File: src/rtl/rf_wb_sched.sv
// Writeback scheduler: arbitrates ALU (A) and load/multi-cycle (B) results onto the RF write port.
// Optional WB_TRACE_EN: simulation-only print of every RF write with its source tag.
module rf_wb_sched #(
    parameter int STARVE_MAX = 3
) (
    input  logic        clk,
    input  logic        rst,
    input  logic        a_valid,
    output logic        a_ready,
    input  logic [4:0]  a_addr,
    input  logic [31:0] a_data,
    input  logic        b_valid,
    output logic        b_ready,
    input  logic [4:0]  b_addr,
    input  logic [31:0] b_data,
    input  logic [2:0]  b_ext,
    input  logic        iss_valid,
    input  logic [4:0]  iss_addr,
    output logic        rf_we,
    output logic [4:0]  rf_addr,
    output logic [31:0] rf_wd,
    output logic [31:0] pend_mask
);

    // state      | meaning
    // ST_NORMAL  | starve_cnt < STARVE_MAX, A wins when both request
    // ST_FORCE_B | starve_cnt == STARVE_MAX, B wins; left on the B grant
    localparam logic [0:0] ST_NORMAL  = 1'b0;
    localparam logic [0:0] ST_FORCE_B = 1'b1;
    localparam logic [3:0] CNT_MAX    = 4'(STARVE_MAX);

    logic [3:0]  starve_cnt_q, starve_cnt_d;
    logic [0:0]  state;
    logic        a_grant, b_grant;
    logic [31:0] b_fmt;
    logic        rf_we_q, rf_we_d;
    logic [4:0]  rf_addr_q, rf_addr_d;
    logic [31:0] rf_wd_q, rf_wd_d;
    logic [31:0] pend_q, pend_d;

    always_comb begin
        state = (starve_cnt_q == CNT_MAX) ? ST_FORCE_B : ST_NORMAL;
    end

    always_comb begin
        b_grant = rst && b_valid && (!a_valid || (state == ST_FORCE_B));
        a_grant = rst && a_valid && !b_grant;
    end

    assign a_ready = a_grant;
    assign b_ready = b_grant;

    always_comb begin
        case (b_ext)
            3'b001:  b_fmt = {{24{b_data[7]}}, b_data[7:0]};
            3'b010:  b_fmt = {24'h0, b_data[7:0]};
            3'b011:  b_fmt = {{16{b_data[15]}}, b_data[15:0]};
            3'b100:  b_fmt = {16'h0, b_data[15:0]};
            default: b_fmt = b_data;
        endcase
    end

    always_comb begin
        starve_cnt_d = starve_cnt_q;
        if (!b_valid || b_grant) begin
            starve_cnt_d = 4'd0;
        end else if (starve_cnt_q < CNT_MAX) begin
            starve_cnt_d = starve_cnt_q + 4'd1;
        end
    end

    // r0 writes are consumed but never reach the RF write enable
    always_comb begin
        rf_we_d   = 1'b0;
        rf_addr_d = rf_addr_q;
        rf_wd_d   = rf_wd_q;
        if (a_grant) begin
            rf_we_d   = |a_addr;
            rf_addr_d = a_addr;
            rf_wd_d   = a_data;
        end else if (b_grant) begin
            rf_we_d   = |b_addr;
            rf_addr_d = b_addr;
            rf_wd_d   = b_fmt;
        end
    end

    // Set is applied after clear so a same-cycle re-issue keeps the bit pending
    always_comb begin
        pend_d = pend_q;
        if (b_grant) begin
            pend_d[b_addr] = 1'b0;
        end
        if (iss_valid) begin
            pend_d[iss_addr] = 1'b1;
        end
        pend_d[0] = 1'b0;
    end

    always_ff @(posedge clk) begin
        if (!rst) begin
            starve_cnt_q <= 4'd0;
            rf_we_q      <= 1'b0;
            rf_addr_q    <= 5'd0;
            rf_wd_q      <= 32'd0;
            pend_q       <= 32'd0;
        end else begin
            starve_cnt_q <= starve_cnt_d;
            rf_we_q      <= rf_we_d;
            rf_addr_q    <= rf_addr_d;
            rf_wd_q      <= rf_wd_d;
            pend_q       <= pend_d;
        end
    end

    assign rf_we     = rf_we_q;
    assign rf_addr   = rf_addr_q;
    assign rf_wd     = rf_wd_q;
    assign pend_mask = pend_q;

`ifdef WB_TRACE_EN
    logic src_b_q;

    always_ff @(posedge clk) begin
        if (!rst) begin
            src_b_q <= 1'b0;
        end else begin
            src_b_q <= b_grant;
        end
    end

    always @(posedge clk) begin
        if (rf_we_q) begin
            $display("r[%2d] = 0x%8X,%s", rf_addr_q, rf_wd_q, src_b_q ? " B" : " A");
        end
    end
`else
`endif

endmodule

File: config.mk
export PLATFORM = sky130hd
export DESIGN_NAME = rf_wb_sched
export DESIGN_NICKNAME = d
export VERILOG_FILES = /design/src/rtl/rf_wb_sched.sv
export SDC_FILE = /design/constraint.sdc
export NUM_CORES = 1
export LEC_CHECK = 0
export BUFFER_PORTS_ARGS = -buffer_cell sky130_fd_sc_hd__buf_2
export CAP_MARGIN = 20
export CORE_MARGIN = 2
export CORE_UTILIZATION = 25
export DETAILED_ROUTE_END_ITERATION = 8
export PLACE_DENSITY = 0.55
export SETUP_SLACK_MARGIN = 0.4
export SYNTH_ARGS = -nofsm -noshare
export SYNTH_HDL_FRONTEND = slang
export SYNTH_SLANG_ARGS = --single-unit
File: constraint.sdc
create_clock -name clk -period 1.6 [get_ports clk]
set_input_delay 0.08 -clock clk [delete_from_list [all_inputs] [get_ports clk]]
set_output_delay 0.08 -clock clk [all_outputs]
set_load 0.01 [all_outputs]
# After elaboration in Yosys (flattened, before gate mapping)
# Cells that the tools add are included.
[totals] register_bits=74 elab_cells=50 output_inout_bits=72
[classes] n_mux=14 order_cmp=5 n_eq_ne=5 addsub=1 bitwise=4 n_reduce_logical=15
[ops] cell="32-bit two-way mux" n=4
[ops] cell="32-bit case mux with 4 select lines" n=1
[ops] cell="32-bit AND" n=1
[ops] cell="32-bit inverter" n=1
[ops] cell="32-bit OR" n=1
[ops] cell="5-bit by 6-bit < comparator with 1-bit output (second input constant)" n=2
[ops] cell="1-bit demux with 5-bit select" n=2
[ops] cell="5-bit by 1-bit greater-or-equal comparator with 1-bit output (second input constant)" n=2
[ops] cell="5-bit two-way mux" n=2
[ops] cell="5-bit OR reduction" n=2
[ops] cell="3-bit by 2-bit equality test with 1-bit output (second input constant)" n=2
[ops] cell="1-bit logical AND" n=6
[ops] cell="1-bit two-way mux" n=5
[ops] cell="4-bit by 1-bit adder with 4-bit output (second input constant)" n=1
[ops] cell="4-bit by 2-bit equality test with 1-bit output (second input constant)" n=1
[ops] cell="4-bit by 2-bit < comparator with 1-bit output (second input constant)" n=1
[ops] cell="3-bit by 1-bit equality test with 1-bit output (second input constant)" n=1
[ops] cell="3-bit equality test (second input constant)" n=1
[ops] cell="1-bit logical NOT" n=3
[ops] cell="1-bit logical OR" n=2
[ops] cell="2-bit nonzero test" n=1
[ops] cell="2-bit OR reduction" n=1
[ops] cell="1-bit inverter" n=1

# Logic depth before layout (Yosys ltp)
# Gate-level depths: netlist of the first run.
[logic_depth] depth_word=9 ltp_mapped=8 ltp_nobuf=5

# Worst setup path before layout of the first run
# OpenSTA, ideal clock, no wires.
[synth_timing] kind="reg-to-reg" startpoint="reg starve_cnt_q[0]" endpoint="reg pend_q[13] (netlist: pend_mask[13])" slack_ns=-0.119 stages_incl_launch_ff=7 period_less_slack_ns=1.719 t_arrival_ns=1.584 path_cell_list="dfxtp_1 -> ha_1 -> or3b_1 -> buf_2 -> buf_6 -> a2111oi_0 -> o22ai_1"
[synth_between] elab_chain_len=7
[synth_lines] item="from (decl)" line_no="32" text="logic [3:0] starve_cnt_q, starve_cnt_d;"
[synth_lines] item="from (signal assigned)" line_no="108" text="starve_cnt_q <= starve_cnt_d;"
[synth_lines] item="4-bit by 2-bit equality test with 1-bit output (*)" line_no="42" text="state = (starve_cnt_q == CNT_MAX) ? ST_FORCE_B : ST_NORMAL;"
[synth_lines] item="1-bit two-way mux (*)" line_no="42"
[synth_lines] item="1-bit logical OR (*)" line_no="46" text="b_grant = rst && b_valid && (!a_valid || (state == ST_FORCE_B));"
[synth_lines] item="1-bit logical AND (*)" line_no="46"
[synth_lines] item="32-bit two-way mux (*)" line_no="91" text="if (b_grant) begin"
[synth_lines] item="32-bit OR (no source line)"
[synth_lines] item="32-bit two-way mux (*)" line_no="94" text="if (iss_valid) begin"
[synth_lines] item="to (signal assigned)" line_no="112" text="pend_q <= pend_d;"
[synth_lines] item="to (decl)" line_no="39" text="logic [31:0] pend_q, pend_d;"
# Mark *: on every way between the ends. The rest lies on a longest branch, timed or not.
# A chain may end at the register's enable or synchronous reset.

# Worst setup path in the final report of the first run
[layout_timing] startpoint="reg starve_cnt_q[1]" endpoint="reg pend_q[23] (netlist: pend_mask[23])"
# Same word-level chain as after synthesis.

==> run summary, run 1 <==
Crit-path cells - ha_4, or3b_4, buf_12, buf_16, a2111oi_4, o22ai_1
Global placer's final weighted congestion - 0.816
Hold Path Sink - rf_wd[3]
Failing checks - negative setup slack
Crit path from - starve_cnt_q[1]
Die Wd - 131 um
Slowest library cell on the worst path - or3b_4
Nets@finish - 728
Power, Total - 5.40 mW
Logic gate share of total power - 0.194
Clock buffer depth - 2
Slowest stage delay, CP - 0.39 ns
H-tree levels - 3
Fill count - 1,555
Skew-Pair Late Insertion Delay - 0.35 ns
Hold Slack - 0.0328 ns
WP data required - 1.82 ns
Die Y-Extent - 131 um
Multi-input gate area - 3010 sq um
Seq. cell area - 1460 sq um
RR Endpoint - pend_mask[23]
Setup WS pre-CTS - -0.364 ns
RSZ-0062 raised after global routing - true
Normalized max-slew margin - 0.372
CP arrival - 2.03 ns
Initial antenna violation count - 3
Syn Nets - 543
HPWL Detailed - 10,800 um
Post-synth design cell area - 4020 sq um
Clock Skew - 0.00684 ns
Endpoints failing hold - 0
Gr ovfl total - 0
Min Tclk post-route - 1.81 ns
Clock transition at path regs - 0.06 ns
Post-Layout Cell Count - 860
Most frequent cell after synthesis - dfxtp_1
P&R area growth vs syn - 66.4%
Cell taking the most area after synthesis - dfxtp_1
Worst Hold Class - in -> reg
Largest net degree at the start of global routing - 34
Primary FF master, synth - dfxtp_1
Via count - 4,567
ANT cells - 0
Final setup margin - -0.213 ns
# IOs - 159
Reg2reg setup slack - -0.21 ns
Synth top area share - 0.364
LEAKAGE - 2.45 nW
Critical path fanouts, max - 11
Cell variety after synth - 51
Internal Dissipation - 3.92 mW
CTS Buf Count - 9
Final setup vio count - 62
Sequential area share after synthesis - 0.364
Fmax - 552 MHz
DRT Pass-1 Iters - 4
Async SR Flop Fraction - 0
Ys Warns - 0
Mapped Avg Cell Area - 8.83 sq um
Final period util - 1.13
Root buf cell - clkbuf_16
Critical Path Source Type - flip-flop
Share of cells above drive strength 1 - 0.460
MaxCap Viol Count - 0
Switching Share - 0.275
Gate Count Post-Synth - 455
Peak supply drop - 0.679 mV
CP Capture Type - flip-flop
Std-Cell Rows - 46
Seq cells post-synth - 73
Switching power - 1.49 mW
Flop pwr share - 0.364
Crit Path Class - reg -> reg
Placed insts - 812
Core footprint - 15,800 sq um
Clock sinks - 73
I/O Buffers - 157
DIE AREA - 17,100 sq um
WL final - 15,600 um
Worst Tran Pin Value - 0.942 ns
Clk pwr share - 0.442
Starting Density - 0.255
RR Startpoint - starve_cnt_q[1]
Slew Limit Fails - 0
Fin Setup TNS - -8.04 ns
Vias in the first global route - 4,298
Antenna-violating nets left - 0
Initial DRC Count - 224
FF-to-FF path depth - 6
Status - finished, violations left
First-pass GRT wire length - 23,400 um
Wire length per cell - 18.2 um
GRT Total Usage - 0.176
Synth cell count leaders - dfxtp_1 (73), nand2_1 (53), a2111oi_0 (34), clkbuf_1 (34), o22ai_1 (31)
Top cells by area, synth - dfxtp_1 (36%), a2111oi_0 (7.4%), o221ai_1 (5.2%)
HP Start - a_data[3]
Hold Crit Depth - 3
Vias/cell - 5.31
CTS tree - yes
Number of flops mapped to enable cells by yosys - 0
Pwr dens - 808 nW/um^2
Drc violations - 0
==> cell families (layout without fill, tap and decap cells) <==
kind of cell / after synthesis / in the layout / share of synthesized area
simple gates: 175 / 175 / 0.250
compound gates: 141 / 141 / 0.294
flops: 73 / 73 / 0.364
buf+inv: 61 / 250 / 0.0794
mux: 2 / 2 / 0.00592
fa+ha+maj: 1 / 1 / 0.00311
other cells: 1 / 1 / 0.000934
xor+xnor: 1 / 1 / 0.00218
==> power groups by stage <==
stage,sequential (mW),combinational (mW),clock [mW]
floorplan,2.05,0.443,0
global placement,2.00,0.848,0
detailed placement,2.00,0.862,0
CTS,1.96,0.989,2.43
global route,1.97,1.13,2.50
finish,1.97,1.05,2.39
==> final cells by class <==
| class | instances | share of cell area |
|---|---|---|
| multi-input combinational | 321 | 0.450 |
| timing repair buffer | 229 | 0.234 |
| sequential | 73 | 0.219 |
| tap | 216 | 0.0404 |
| clock buffer | 10 | 0.0358 |
| clock inverter | 5 | 0.0155 |
| inverter | 6 | 0.00524 |
==> worst max-delay path by stage <==
| stage | to | slack [ns] | cells past startpoint |
|---|---|---|---|
| after floorplan | pend_mask[10] | -0.05 | 6 |
| after global placement | pend_mask[10] | -0.30 | 6 |
| after detailed placement | pend_mask[20] | -0.36 | 6 |
| after CTS | rf_addr[0] | -0.18 | 7 |
| after global routing | pend_mask[23] | -0.25 | 6 |
| final | pend_mask[23] | -0.21 | 6 |
==> per-layer routing <==
layer	track usage	vias up	wire length [um]
met5	0	-	18
met4	0.0551	4	208
met3	0.0537	22	1220
met2	0.285	189	7460
met1	0.224	2178	6740
li1	-	2174	-
==> what timing repair did <==
item / CTS / global route
gates cloned: 2 / 0
setup buffers: 10 / 2
setup endpoints to repair: 73 / 73
resized for setup: 45 / 33
hold buffers: 18 / 0
pin swaps: 39 / 43
endpoints found under the hold margin: 17 / 0
==> cells in the final DEF, fill, tap and decap left out, drive strengths merged, types with 3 or more instances in the layout <==
cell type / Yosys / layout
a2111oi: 44 / 44
a211oi: 8 / 8
a221o: 16 / 16
and2: 17 / 17
buf: 21 / 210
bufinv: 0 / 3
clkbuf: 34 / 10
dfxtp: 73 / 73
dlygate4sd3: 0 / 18
inv: 6 / 6
nand2: 53 / 53
nand2b: 5 / 5
nand3: 22 / 22
nor2: 5 / 5
nor2b: 3 / 3
nor3: 14 / 14
nor3b: 9 / 9
nor4: 14 / 14
o21ai: 15 / 15
o221ai: 24 / 24
o22ai: 31 / 31
or2: 4 / 4
or4b: 16 / 16
==> state kept, by name, indices dropped and copies added (netlist names) <==
signal and cells:
rf_wd 32, rf_we 1, rf_addr 5, starve_cnt_q 4
pend_mask 31
==> stage by stage <==
step / util / instance area (sq um)
2_1_floorplan: - / 4270
3_5_place_dp: 0.339 / 5350
3_3_place_gp: 0.339 / 5350
4_1_cts: 0.405 / 6380
6_report: 0.424 / 6680
5_1_grt: 0.424 / 6680
==> critical path, delay by kind of cell (launching register included) <==
kind | cells | cell delay [ns]
simple gates | 1 | 0.39
compound gates | 2 | 0.50
fa+ha+maj | 1 | 0.13
buf+inv | 2 | 0.32
flops | 1 | 0.35
Power figures use the tool's default switching activity.
==> inputs of run 2 (changes only) <==
SKIP_CTS_REPAIR_TIMING = 1   (was not set)
==> run 2 against run 1 <==
Effect of this change:
- the run still ends with negative setup slack left
- cell area rose by 1.3%
- clock power barely moved
- via count is 0.20% higher
- flip-flop and latch count stayed put
- count of clock-buffer cells in the layout is the same
- register-to-register slack barely moved
- clock skew is essentially flat
- critical path depth unchanged
- maximum frequency shrank 0.48%
- sequential share of layout area is 0.29 points lower
==> run summary, run 2 (synthesis gave the netlist of run 1 again) <==
# IOs - 159 (unchanged)
Initial antenna violation count - 3 (unchanged)
MaxCap Viol Count - 0 (unchanged)
Initial DRC Count - 211 (-5.8%)
I/O Buffers - 157 (unchanged)
Pwr dens - 799 nW/um^2 (-1.1%)
P&R area growth vs syn - 68.6%
Die Wd - 131 um (unchanged)
Switching power - 1.51 mW (+1.5%)
WL final - 15,900 um (+1.9%)
CTS tree - yes
Wire length per cell - 18.4 um (+1.3%)
LEAKAGE - 2.48 nW (+0.94%)
CP Capture Type - flip-flop
Worst Tran Pin Value - 1.42 ns (+0.478 ns)
Share of cells above drive strength 1 - 0.468 (+0.00797)
Vias in the first global route - 4,131 (-3.9%)
Final setup margin - -0.222 ns (-0.00871 ns)
Peak supply drop - 0.684 mV (+0.77%)
Clock buffer depth - 2 (unchanged)
Clk pwr share - 0.444 (+0.002)
Crit-path cells - ha_4, or3b_4, buf_12, clkbuf_16, a2111oi_4, o22ai_1
Nets@finish - 732 (+0.55%)
Global placer's final weighted congestion - 0.816 (unchanged)
DIE AREA - 17,100 sq um (unchanged)
CTS Buf Count - 9 (unchanged)
WP data required - 1.81 ns (about the same)
Crit Path Class - reg -> reg
Commonest cells after routing, fill and taps aside - buf_2 (155), dfxtp_1 (71), nand2_1 (53)
GRT Total Usage - 0.167 (-0.00858)
First-pass GRT wire length - 22,300 um (-4.7%)
Via count - 4,576 (+0.20%)
Status - finished, violations left
Fin Setup TNS - -8.35 ns (-0.310 ns)
Worst Hold Class - in -> reg
Root buf cell - clkbuf_16
CP arrival - 2.03 ns (about the same)
Seq. cell area - 1460 sq um (unchanged)
Largest net degree at the start of global routing - 34 (unchanged)
H-tree levels - 3 (unchanged)
Normalized max-slew margin - 0.0520 (-0.320)
Final setup vio count - 59 (-4.8%)
RSZ-0062 raised after global routing - true
Hold Slack - 0.00814 ns (-0.0247 ns)
Antenna-violating nets left - 0 (unchanged)
Flip-flop count of the largest register after layout - 32 (unchanged)
Drc violations - 0 (unchanged)
Most common cell after layout, fill and taps aside - buf_2
Multi-input gate area - 3070 sq um (+2.0%)
CP bufs+invs - 2 (unchanged)
Clock transition at path regs - 0.06 ns (about the same)
Die Y-Extent - 131 um (unchanged)
Layout Utilization - 0.429 (+0.00563)
Std-Cell Rows - 46 (unchanged)
Switching Share - 0.279 (+0.00356)
Fill count - 1,544 (-0.71%)
Final period util - 1.14 (+0.00544)
DRT Pass-1 Iters - 5 (+1)
Vias/cell - 5.29 (-0.38%)
Slew Limit Fails - 0 (unchanged)
Slowest library cell on the worst path - or3b_4
Flop pwr share - 0.363 (about the same)
Endpoints failing hold - 0 (unchanged)
Critical Path Source Type - flip-flop
Slowest stage delay, CP - 0.43 ns (+0.04 ns)
Skew-Pair Late Insertion Delay - 0.35 ns (about the same)
Clock sinks - 73 (unchanged)
Setup WS pre-CTS - -0.364 ns (unchanged)
Starting Density - 0.255 (unchanged)
Core footprint - 15,800 sq um (unchanged)
HPWL Detailed - 10,800 um (unchanged)
Critical path fanouts, max - 8 (-3)
Worst path top cell family by delay - simple AND/OR/NAND/NOR gates
Clock Skew - 0.00697 ns (+0.000133 ns)
Logic gate share of total power - 0.193 (about the same)
Failing checks - negative setup slack
Gr ovfl total - 0 (unchanged)
Fmax - 549 MHz (-0.48%)
Internal Dissipation - 3.91 mW (-0.31%)
Min Tclk post-route - 1.82 ns (+0.00871 ns)
[run 2: power groups by stage]
stage / registers (mW) / clock network, mW / logic [mW]
2_1_floorplan: 2.05 / 0 / 0.443
3_3_place_gp: 2.00 / 0 / 0.848
3_5_place_dp: 2.00 / 0 / 0.862
4_1_cts: 1.96 / 2.43 / 0.865
5_1_grt: 1.97 / 2.51 / 1.13
6_report: 1.96 / 2.40 / 1.04
[run 2: stage by stage]
step	cells	power (mW)	cell area, sq um
2_1_floorplan	455	2.49	4270
3_3_place_gp	812	2.85	5350
3_5_place_dp	812	2.87	5350
4_1_cts	827	5.26	5690
5_1_grt	864	5.61	6770
6_report	865	5.41	6770
[run 2: metal layers]
metal / up-vias / global-route usage / part of all wire
met5: - / 0 / 0.0011
met4: 4 / 0.0494 / 0.012
met3: 22 / 0.0554 / 0.077
met2: 185 / 0.263 / 0.48
met1: 2175 / 0.218 / 0.43
li1: 2190 / - / -
[run 2: layout make-up]
type / instances / share of cell area
repair buffers: 232 / 0.233
multi-input cells: 321 / 0.453
clock inverters: 5 / 0.0153
diodes: 1 / 0.000370
inverters: 6 / 0.00591
clock buffers: 10 / 0.0353
well taps: 216 / 0.0399
repair inverters: 1 / 0.00129
flip-flops and latches: 73 / 0.216
[run 2: final timing paths]
kind / to / from / slack, ns / cells after the start
max: pend_mask[31] / starve_cnt_q[1] / -0.22 / 6
min: pend_mask[8] / iss_addr[1] / 0.008 / 2
max reg2reg: pend_mask[31] / starve_cnt_q[1] / -0.22 / 6
min reg2reg: pend_mask[3] / pend_mask[3] / 0.47 / 2
